$ cat config.mk
export PLATFORM = sky130hd
export DESIGN_NAME = output_port_arbiter
export DESIGN_NICKNAME = d
export VERILOG_FILES = /design/src/rtl/switch_pkg.sv /design/src/rtl/rr_picker.sv /design/src/rtl/output_port_arbiter.sv
export SDC_FILE = /design/constraint.sdc
export NUM_CORES = 1
export LEC_CHECK = 0
export ABC_AREA = 1
export CAP_MARGIN = 20
export CORE_ASPECT_RATIO = 1.75
export CORE_MARGIN = 2
export CORE_UTILIZATION = 30
export DETAILED_ROUTE_END_ITERATION = 10
export PLACE_DENSITY = 0.65
export SETUP_SLACK_MARGIN = 0.15
export SLEW_MARGIN = 15
export SYNTH_ARGS = -nofsm -noshare
export SYNTH_HDL_FRONTEND = slang
export SYNTH_SLANG_ARGS = --single-unit
$ cat constraint.sdc
create_clock -name clk -period 5.2 [get_ports clk]
set_clock_uncertainty 0.1 [all_clocks]
set_input_delay 0.78 -clock clk [delete_from_list [all_inputs] [get_ports clk]]
set_output_delay 0.78 -clock clk [all_outputs]
set_load 0.05 [all_outputs]
$ cat src/rtl/switch_pkg.sv
// switch_pkg: switch-wide constants, header field positions and arbiter state type
package switch_pkg;
  localparam int NUM_PORTS = 4;
  localparam int DEST_MSB = 31;
  localparam int DEST_LSB = 24;
  localparam int LEN_MSB = 23;
  localparam int LEN_LSB = 8;
  localparam int SEQ_MSB = 7;
  localparam int SEQ_LSB = 0;
  typedef enum logic {ARB_IDLE, ARB_XFER} arb_state_t;
  function automatic logic [LEN_MSB-LEN_LSB:0] hdr_len(input logic [31:0] w);
    return w[LEN_MSB:LEN_LSB];
  endfunction
endpackage

$ cat src/rtl/rr_picker.sv
// rr_picker: picks the first set request at or above i_rr_ptr, wrapping; N must be a power of two
module rr_picker #(
  parameter int N = 4,
  localparam int W = $clog2(N)
) (
  input  logic [N-1:0] i_req,
  input  logic [W-1:0] i_rr_ptr,
  output logic         o_found,
  output logic [W-1:0] o_pick
);
  logic [W-1:0] w_idx;
  // scan from the farthest offset down so the nearest requester wins last
  always_comb begin
    o_found = 1'b0;
    o_pick = '0;
    w_idx = '0;
    for (int k = N - 1; k >= 0; k--) begin
      w_idx = i_rr_ptr + W'(k);
      if (i_req[w_idx]) begin
        o_found = 1'b1;
        o_pick = w_idx;
      end
    end
  end
endmodule

$ cat src/rtl/output_port_arbiter.sv
// output_port_arbiter: packet-granular round-robin sharing of one egress port among NUM_IN buffers.
// Define OUTPUT_ARB_STATS_EN to add per-requester completed-packet counters (pkt_count, stats_clr).
module output_port_arbiter
  import switch_pkg::*;
#(
  parameter int NUM_IN = NUM_PORTS,
  parameter int DATA_W = 32,
  parameter int LEN_W = 16,
  localparam int GW = $clog2(NUM_IN)
) (
  input  logic                     clk,
  input  logic                     rst,
  input  logic [NUM_IN-1:0]        in_valid,
  input  logic [NUM_IN*DATA_W-1:0] in_data,
  output logic [NUM_IN-1:0]        in_ready,
  output logic                     out_valid,
  output logic [DATA_W-1:0]        out_data,
  input  logic                     out_ready,
  output logic [GW-1:0]            grant_id,
  output logic                     busy
`ifdef OUTPUT_ARB_STATS_EN
  ,
  output logic [NUM_IN*16-1:0]     pkt_count,
  input  logic                     stats_clr
`endif
);
  arb_state_t r_state, w_state_nxt;
  logic [GW-1:0] r_rr_ptr, r_grant_id, w_pick;
  logic [LEN_W-1:0] r_remaining, w_hdr_len;
  logic r_out_valid;
  logic [DATA_W-1:0] r_out_data, w_word;
  logic w_found, w_move, w_accept, w_done;
  logic [DATA_W-1:0] w_words [NUM_IN];
  for (genvar g = 0; g < NUM_IN; g++) begin : g_unpack
    assign w_words[g] = in_data[g*DATA_W +: DATA_W];
  end
  rr_picker #(.N(NUM_IN)) u_pick (
    .i_req   (in_valid),
    .i_rr_ptr(r_rr_ptr),
    .o_found (w_found),
    .o_pick  (w_pick)
  );
  assign w_word = w_words[r_grant_id];
  assign w_hdr_len = LEN_W'(hdr_len(w_word));
  assign w_move = (r_state == ARB_XFER) & (~r_out_valid | out_ready);
  assign w_accept = w_move & in_valid[r_grant_id];
  // remaining==0 while in XFER means the next accepted word is the header
  assign w_done = w_accept & (r_remaining == '0 ? w_hdr_len == '0 : r_remaining == LEN_W'(1));
  assign in_ready = w_move ? NUM_IN'(1) << r_grant_id : '0;
  assign out_valid = r_out_valid;
  assign out_data = r_out_data;
  assign grant_id = r_grant_id;
  assign busy = r_state == ARB_XFER;
  always_comb begin
    w_state_nxt = r_state == ARB_IDLE ? (w_found ? ARB_XFER : ARB_IDLE) : (w_done ? ARB_IDLE : ARB_XFER);
  end
  always_ff @(posedge clk or negedge rst) begin
    if (!rst) r_state <= ARB_IDLE;
    else r_state <= w_state_nxt;
  end
  always_ff @(posedge clk or negedge rst) begin
    if (!rst) begin
      r_rr_ptr <= '0;
      r_grant_id <= '0;
      r_remaining <= '0;
      r_out_valid <= 1'b0;
      r_out_data <= '0;
    end else begin
      if (r_state == ARB_IDLE && w_found) r_grant_id <= w_pick;
      if (w_done) r_rr_ptr <= r_grant_id + GW'(1);
      if (w_accept) r_remaining <= r_remaining == '0 ? w_hdr_len : r_remaining - LEN_W'(1);
      if (w_accept) r_out_data <= w_word;
      r_out_valid <= w_accept | (r_out_valid & ~out_ready);
    end
  end
`ifdef OUTPUT_ARB_STATS_EN
  logic [15:0] r_pkt_count [NUM_IN];
  always_ff @(posedge clk or negedge rst) begin
    if (!rst) for (int k = 0; k < NUM_IN; k++) r_pkt_count[k] <= '0;
    else if (stats_clr) for (int k = 0; k < NUM_IN; k++) r_pkt_count[k] <= '0;
    else if (w_done) r_pkt_count[r_grant_id] <= r_pkt_count[r_grant_id] + 16'd1;
  end
  for (genvar g = 0; g < NUM_IN; g++) begin : g_cnt
    assign pkt_count[g*16 +: 16] = r_pkt_count[g];
  end
`endif
endmodule

# [Yosys cells after proc, flatten, opt, wreduce, memory -nomap -nowiden]
# Cells that the tools add are included.
[word_totals] latch_bits=0 ramBits=0 reg_bits=54 mem_bits_ro=0 mem_count=0
[classes] eq_ne=1 div_mod_pow=0 bitwise_logic=10 order_cmp=6 n_reduce_logical=3 n_shift=1 n_mul=0 mux=27 n_addsub=5
[op_table] op="$bmux W32 S2" count=1
[op_table] op="$mux W32" count=2
[op_table] op="$logic_not A16 Y1" count=2
[op_table] op="$eq A16 B1 Y1 const B" count=1
[op_table] op="$mux W16" count=1
[op_table] op="$sub A16 B1 Y16 const B" count=1
[op_table] op="$lt A2 B3 Y1 const B" count=5
[op_table] op="$mux W1" count=13
[op_table] op="$bmux W1 S2" count=5
[op_table] op="$mux W2" count=4
[op_table] op="$add A2 B1 Y2 const B" count=2
[op_table] op="$add A2 B2 Y2 const B" count=2
[op_table] op="$and A1 B1 Y1" count=4
[op_table] op="$mux W4" count=1
[op_table] op="$shl A1 B2 Y4 const A" count=1
[op_table] op="$ge A3 B3 Y1 const B" count=1
[op_table] op="$not A1 Y1" count=3
[op_table] op="$not A2 Y3" count=1
[op_table] op="$or A1 B1 Y1" count=2
[op_table] op="$logic_and A1 B1 Y1" count=1

# [Depth between registers and ports, before layout]
# Gate-level depths: netlist of run 1.
[depth] word_depth=9 depth_mapped=13 mapped_depth_nobuf=12

# [By module]
# From an unflattened synthesis of run 1, not the netlist that was laid out.
[hier_totals] hier_cells=594 hier_area_um2=3911.3
[modules_own_cells] module="output_port_arbiter" seq_area_each_um2=1351.3 area_per_inst_um2=3698.5 cells_each=548 instances=1
[modules_own_cells] module="rr_picker" seq_area_each_um2=0.0 area_per_inst_um2=212.7 cells_each=46 instances=1

# [Worst setup path before layout of run 1]
# Ideal clock, no wire load.
[synth_path] path_kind="register to output" from="reg r_grant_id[1], in the netlist grant_id[1]" to="out in_ready[1]" t_required_ns=4.320 path_stages_with_launch=8 arrival_ns=2.222 path_slack_ns=2.098 cell_sequence="dfrtp_1 -> buf_2 -> clkinv_2 -> buf_6 -> clkbuf_1 -> ha_1 -> inv_1 -> nor2_1"
[synth_via] elab_chain_len=2
[synth_rtl] item="start: declaration" line="output_port_arbiter.sv:28" source="logic [GW-1:0] r_rr_ptr, r_grant_id, w_pick;"
[synth_rtl] item="start signal: assignment" line="output_port_arbiter.sv:69" source="if (r_state == ARB_IDLE && w_found) r_grant_id <= w_pick;"
[synth_rtl] item="$shl A1 B2 Y4" line="output_port_arbiter.sv:49" source="assign in_ready = w_move ? NUM_IN'(1) << r_grant_id : '0;"
[synth_rtl] item="$mux W4" line="output_port_arbiter.sv:49"
[synth_rtl] item="end: declaration" line="output_port_arbiter.sv:15" source="output logic [NUM_IN-1:0] in_ready,"
# No other way between the ends.

# [Final worst setup path of run 1]
[layout_path] from="reg r_grant_id[0], in the netlist grant_id[0]" to="out in_ready[0]"
# Same word-level chain as after synthesis.

==> results of run 1 <==
[synth_stat cells]
cell,n
o211ai_1,4
buf_2,15
o21ai_1,8
buf_6,6
clkbuf_1,4
inv_1,30
nor4_1,1
a21oi_2,1
o21a_1,1
nor2_1,114
nand2_2,3
o221ai_1,4
nor3_1,3
ha_1,7
o21ai_2,1
xor2_1,4
clkinv_2,1
nand2_1,161
o211ai_2,1
nor2_4,1
o31ai_1,1
a21oi_1,10
dfrtp_1,54
inv_2,1
buf_1,1
nand3_1,53
nor2_2,5
o22ai_1,2
buf_4,6
nand3_2,1
o21ai_0,60
xnor2_1,4
a31oi_1,16
and2_1,1
[state kept, by name (all words and copies together) (netlist names)]
signal and cells:
grant_id 2, r_remaining 16, out_valid 1, r_rr_ptr 2
out_data 32, busy 1
[power by group through the flow]
stage,clock network [mW],logic [mW],registers [mW]
2_1_floorplan,0,1.24,1.22
3_3_place_gp,0,2.35,0.765
3_5_place_dp,0,2.38,0.773
4_1_cts,0.381,2.39,0.768
5_1_grt,0.397,2.60,0.795
6_report,0.377,2.38,0.767
[through the flow]
stage | setup WS, ns | hold slack [ns]
5_1_grt | 1.46 | 0.413
6_report | 1.66 | 0.383
4_1_cts | 1.64 | 0.391
3_3_place_gp | 1.79 | 0.368
2_1_floorplan | 2.10 | 0.382
3_5_place_dp | 1.76 | 0.374
[routing by layer]
metal	up-vias	track usage	wire [microns]
met4	0	0.0824	542
li1	2206	-	-
met2	136	0.371	7580
met1	2033	0.225	5060
met5	-	0	0
met3	35	0.0252	549
[kinds of logic after synthesis]
kind of cell	share of synthesized area
fa+ha+maj	0.0228
flops	0.351
xor+xnor	0.0182
compound gates	0.159
simple gates	0.363
buf+inv	0.0852
[critical path, stage by stage (launching register included)]
cell and delay (ns):
dfrtp_2 0.41, inv_2 0.72, ha_1 0.28, inv_1 0.04
nor2_1 0.10, clkdlybuf4s50_1 0.81
[area by class of cell]
class | count | area, sq um
Timing Repair Buffer | 178 | 1770
Clock buffer | 5 | 125
Fill cell | 1280 | 6710
Multi-Input combinational cell | 467 | 2170
Sequential cell | 54 | 1350
Inverter | 32 | 121
Clock inverter | 3 | 40.0
Tap cell | 168 | 210
[worst paths after layout]
path	startpoint	to	slack, ns	depth (start not counted)
setup / recovery	grant_id[0]$_DFFE_PN0P_	in_ready[0]	1.66	5
hold / removal	out_data[14]$_DFFE_PN0P_	out_data[14]$_DFFE_PN0P_	0.38	2
setup reg to reg	grant_id[0]$_DFFE_PN0P_	r_remaining[9]$_DFFE_PN0P_	2.26	9
hold reg to reg	out_data[14]$_DFFE_PN0P_	out_data[14]$_DFFE_PN0P_	0.38	2
max in group asynchronous	rst	grant_id[0]$_DFFE_PN0P_	3.99	2
min in group asynchronous	rst	out_data[5]$_DFFE_PN0P_	0.51	2
==> metrics.yaml, run 1 <==
ys_seq_area_frac: 0.351
switching_share: 0.542
grtUsageTotal: 0.202
cts_tree: "yes"
internal-power_mw: 1.62
io_buffers: 174
fin_util: 0.463
post-place-cells: 899
cts.path.max_buffers: 2
gr-total-overflow: 0
power-per-cell-area_nw_per_um2: 609
p_switching_mw: 1.91
tightest_slew_ns: 0.999
numCtsBuffers: 5
die_w_microns: 89.6
post_cts_buffers: 0
layoutNonFillerInstCount: 907
power_mw: 3.53
diodes: 0
worstSetupEndpointType: "primary output"
grt_pass1_vias: 4340
status: "complete, no violations"
syn_nets: 727
place.gp.congestion: 0.830
drt_iter0_markers: 300
rsz0062_at_grt: "no"
hpwl_microns: 10600
rows: 54
setup_viol: 0
initial_core_util: 0.308
wl_per_cell_microns: 15.1
num_vias: 4410
syn_avg_cell_area_sq_um: 6.57
synth_cell_type_count: 34
syn_area_sq_um: 3850
drv_slew: 0
fin_setup_tns_ns: 0
synthCells: 585
fin_nets: 880
antenna_found_initial: 0
routed_via_density: 4.86
yosys.area.top_type: "dfrtp_1"
synth_seq_cells: 54
combPwrFrac: 0.676
die_area_sq_um: 13800
hp-class: "reg -> reg"
dr.pass1.iters: 4
drc: 0
pwr-share-seq: 0.218
pwr-share-clk: 0.107
die_y_microns: 154
synthToLayoutAreaGrowth_pct: 50.6
antenna_left: 0
fin_crit_ns: 3.54
cts.sinks: 54
relSlewSlack: 0.333
drt-total-wl_microns: 13700
drive_gt1_frac: 0.0392
vdd_ir_drop_max_mv: 0.471
power.leakage_nw: 2.53
crit_arrival_ns: 2.66
yosys_warnings: 0
insertion_delay_ns: 0.30
fp.coreArea_sq_um: 12500
ios: 175
final_cell_area_sq_um: 5790
cts_hold_buf: 0
path_clk_slew_ns: 0.07
crit_fanout: 68
cts_resized: 0
synth_area_leaders: "dfrtp_1 (35%), nand2_1 (16%), nor2_1 (11%), o21ai_0 (7.8%), nand3_1 (6.9%)"
finalHoldViolations: 0
startpoint_type: "flip-flop"
max_freq_ghz: 0.283
synth_top_area_frac: 0.351
final_cell_mix: "clkdlybuf4s50_1 (173), nand2_1 (161), nor2_1 (114)"
final_common_cell: "clkdlybuf4s50_1"
dpl_cell_area_sq_um: 5630
crit_required_ns: 4.32
crit_type: "reg -> out"
max_cap_violations: 0
cts_root_buffer: "clkbuf_16"
grt_pass1_wl_microns: 21800
grt_max_degree: 72
finalCritPeriodShare: 0.680
cts.htree.levels: 2
Power figures use the tool's default switching activity.
==> inputs of run 2 (changes only) <==
Settings changed: PLACE_DENSITY 0.65 to 0.67.
Clock period 5.2 ns to 3 ns, I/O delays scaled along.
==> run 2 against run 1 <==
Global-route usage decreased by 0.45 points. Utilization is 0.44 points higher. Highest routed layer unchanged. Final area is 0.95% higher. Via count increased by 2.0%. Die area unchanged. Largest cell class unchanged. Worst setup slack lost 1.1 ns. Wire length fell by 0.61%. Hold slack lost 0.31 ns.
==> metrics.yaml, run 2 (synthesis gave the netlist of run 1 again) <==
status: "complete, no violations"
num_vias: 4500  # +2.0%
fp.coreArea_sq_um: 12500  # unchanged
cts_tree: "yes"
power.leakage_nw: 2.56  # +1.2%
ios: 175  # unchanged
final_cell_mix: "clkdlybuf4s50_1 (168), nand2_1 (161), nor2_1 (114)"
top_layer: "met4"
largest_reg_flops: 32  # unchanged
drt-met1-wl_microns: 5020  # -0.83%
final_common_cell: "clkdlybuf4s50_1"
power-per-cell-area_nw_per_um2: 1060  # +74%
internal-power_mw: 2.84  # +76%
drive_gt1_frac: 0.0524  # +0.0132
fin_util: 0.468  # +0.00440
grt_max_degree: 41  # -43%
tightest_slew_ns: 0.648  # -0.351 ns
finalHoldViolations: 0  # unchanged
drv_slew: 0  # unchanged
fin_nets: 885  # +0.57%
crit_type: "reg -> out"
insertion_delay_ns: 0.30  # about the same
crit_arrival_ns: 1.93  # -0.73 ns
synthToLayoutAreaGrowth_pct: 52.0
finalCritPeriodShare: 0.825
numCtsBuffers: 5  # unchanged
r2r_slack_ns: 0.72  # -1.54 ns
crit_fanout: 38  # -44%
startpoint_type: "flip-flop"
relSlewSlack: 0.568  # +0.235
die_y_microns: 154  # unchanged
rows: 54  # unchanged
post_cts_buffers: 0  # unchanged
drc: 0  # unchanged
io_buffers: 174  # unchanged
whs_ns: 0.0726  # -0.310 ns
wl_per_cell_microns: 15.0  # -1.2%
crit_start: "grant_id[0]$_DFFE_PN0P_"
wl_met2_microns: 7390  # -2.5%
drt_iter0_markers: 344  # +15%
final_cell_area_sq_um: 5850  # +0.95%
dpl_cell_area_sq_um: 5680  # +0.89%
die_w_microns: 89.6  # unchanged
die_area_sq_um: 13800  # unchanged
switching_share: 0.540  # -0.00136
grt_pass1_wl_microns: 21400  # -1.7%
grtUsageTotal: 0.198  # -0.00454
initial_core_util: 0.308  # unchanged
antenna_found_initial: 0  # unchanged
place.gp.congestion: 0.908  # +9.4%
routed_via_density: 4.93  # +1.5%
drt-total-wl_microns: 13700  # -0.61%
cts_hold_buf: 0  # unchanged
dr_wl_met3_microns: 610  # +11%
path_clk_slew_ns: 0.07  # about the same
setup_viol: 0  # unchanged
dr.pass1.iters: 5  # +1
rsz0062_at_grt: "no"
hpwl_microns: 10900  # +3.0%
combPwrFrac: 0.676  # about the same
antenna_left: 0  # unchanged
fin_setup_tns_ns: 0  # unchanged
reg2reg_from: "grant_id[0]$_DFFE_PN0P_"
worstSetupEndpointType: "primary output"
rr_worst_depth: 9  # unchanged
cts_resized: 0  # unchanged
fin_crit_ns: 2.48
max_cap_violations: 0  # unchanged
cts.sinks: 54  # unchanged
fillCellCount: 1239  # -3.2%
hp-class: "in -> async"
cts_root_buffer: "clkbuf_16"
cts.path.max_buffers: 2  # unchanged
diodes: 0  # unchanged
pwr-share-clk: 0.107  # about the same
cts.htree.levels: 2  # unchanged
regToRegEndpoint: "r_remaining[9]$_DFFE_PN0P_"
max_freq_ghz: 0.404
p_switching_mw: 3.34  # +75%
worstSetupEndpoint: "grant_id[0]"
gr-total-overflow: 0  # unchanged
pwr-share-seq: 0.217  # about the same
crit_required_ns: 2.45  # -1.87 ns
vdd_ir_drop_max_mv: 0.988  # +110%
grt_pass1_vias: 4353  # +0.30%
## run 2: changes by cell type in the layout (fill, tap and decap cells not counted), sizes merged
cell,change
buf,+10
clkdlybuf4s50,-5
clkinv,-2
clkinvlp,+2
## run 2: final cells by class
type                            instances  area [sq um]  area share
Clock inverter                          3          45.0     0.00771
Tap cell                              168           210      0.0360
Inverter                               32           121      0.0208
Timing Repair Buffer                  183          1820       0.311
Clock buffer                            5           125      0.0214
Sequential cell                        54          1350       0.231
Multi-Input combinational cell        467          2170       0.372
## run 2: per-layer routing
layer	vias to the layer above	global-route usage
met2	156	0.357
met5	-	0
met4	0	0.0867
met1	2081	0.222
li1	2226	-
met3	37	0.0258
## run 2: power by group through the flow
stage / combinational [mW] / sequential [mW] / clock (mW)
final: 4.18 / 1.34 / 0.663
after floorplan: 2.15 / 2.11 / 0
after global placement: 4.12 / 1.34 / 0
after CTS: 4.19 / 1.34 / 0.679
after detailed placement: 4.18 / 1.35 / 0
after global routing: 4.54 / 1.39 / 0.706
## run 2: how the worst min path moves through the flow
stage,from,cells after the start,end,slack (ns)
2_1_floorplan,rst,0,busy$_DFF_PN0_,0.05
3_3_place_gp,out_data[23]$_DFFE_PN0P_,2,out_data[23]$_DFFE_PN0P_,0.37
3_5_place_dp,out_data[21]$_DFFE_PN0P_,2,out_data[21]$_DFFE_PN0P_,0.37
4_1_cts,rst,1,out_data[5]$_DFFE_PN0P_,0.11
5_1_grt,rst,1,out_data[5]$_DFFE_PN0P_,0.13
6_report,rst,1,out_data[5]$_DFFE_PN0P_,0.07
## run 2: metrics by stage
stage | setup slack (ns) | std cells | total power, mW
final | 0.524 | 912 | 6.18
after global routing | 0.459 | 912 | 6.63
after CTS | 0.524 | 912 | 6.21
after detailed placement | 0.604 | 904 | 5.53
after global placement | 0.658 | 904 | 5.46
after floorplan | 0.228 | 585 | 4.27
## run 2: critical path: stages (launching register included)
cell and delay (ns):
dfrtp_2 0.38, buf_4 0.35, clkdlybuf4s50_1 0.88
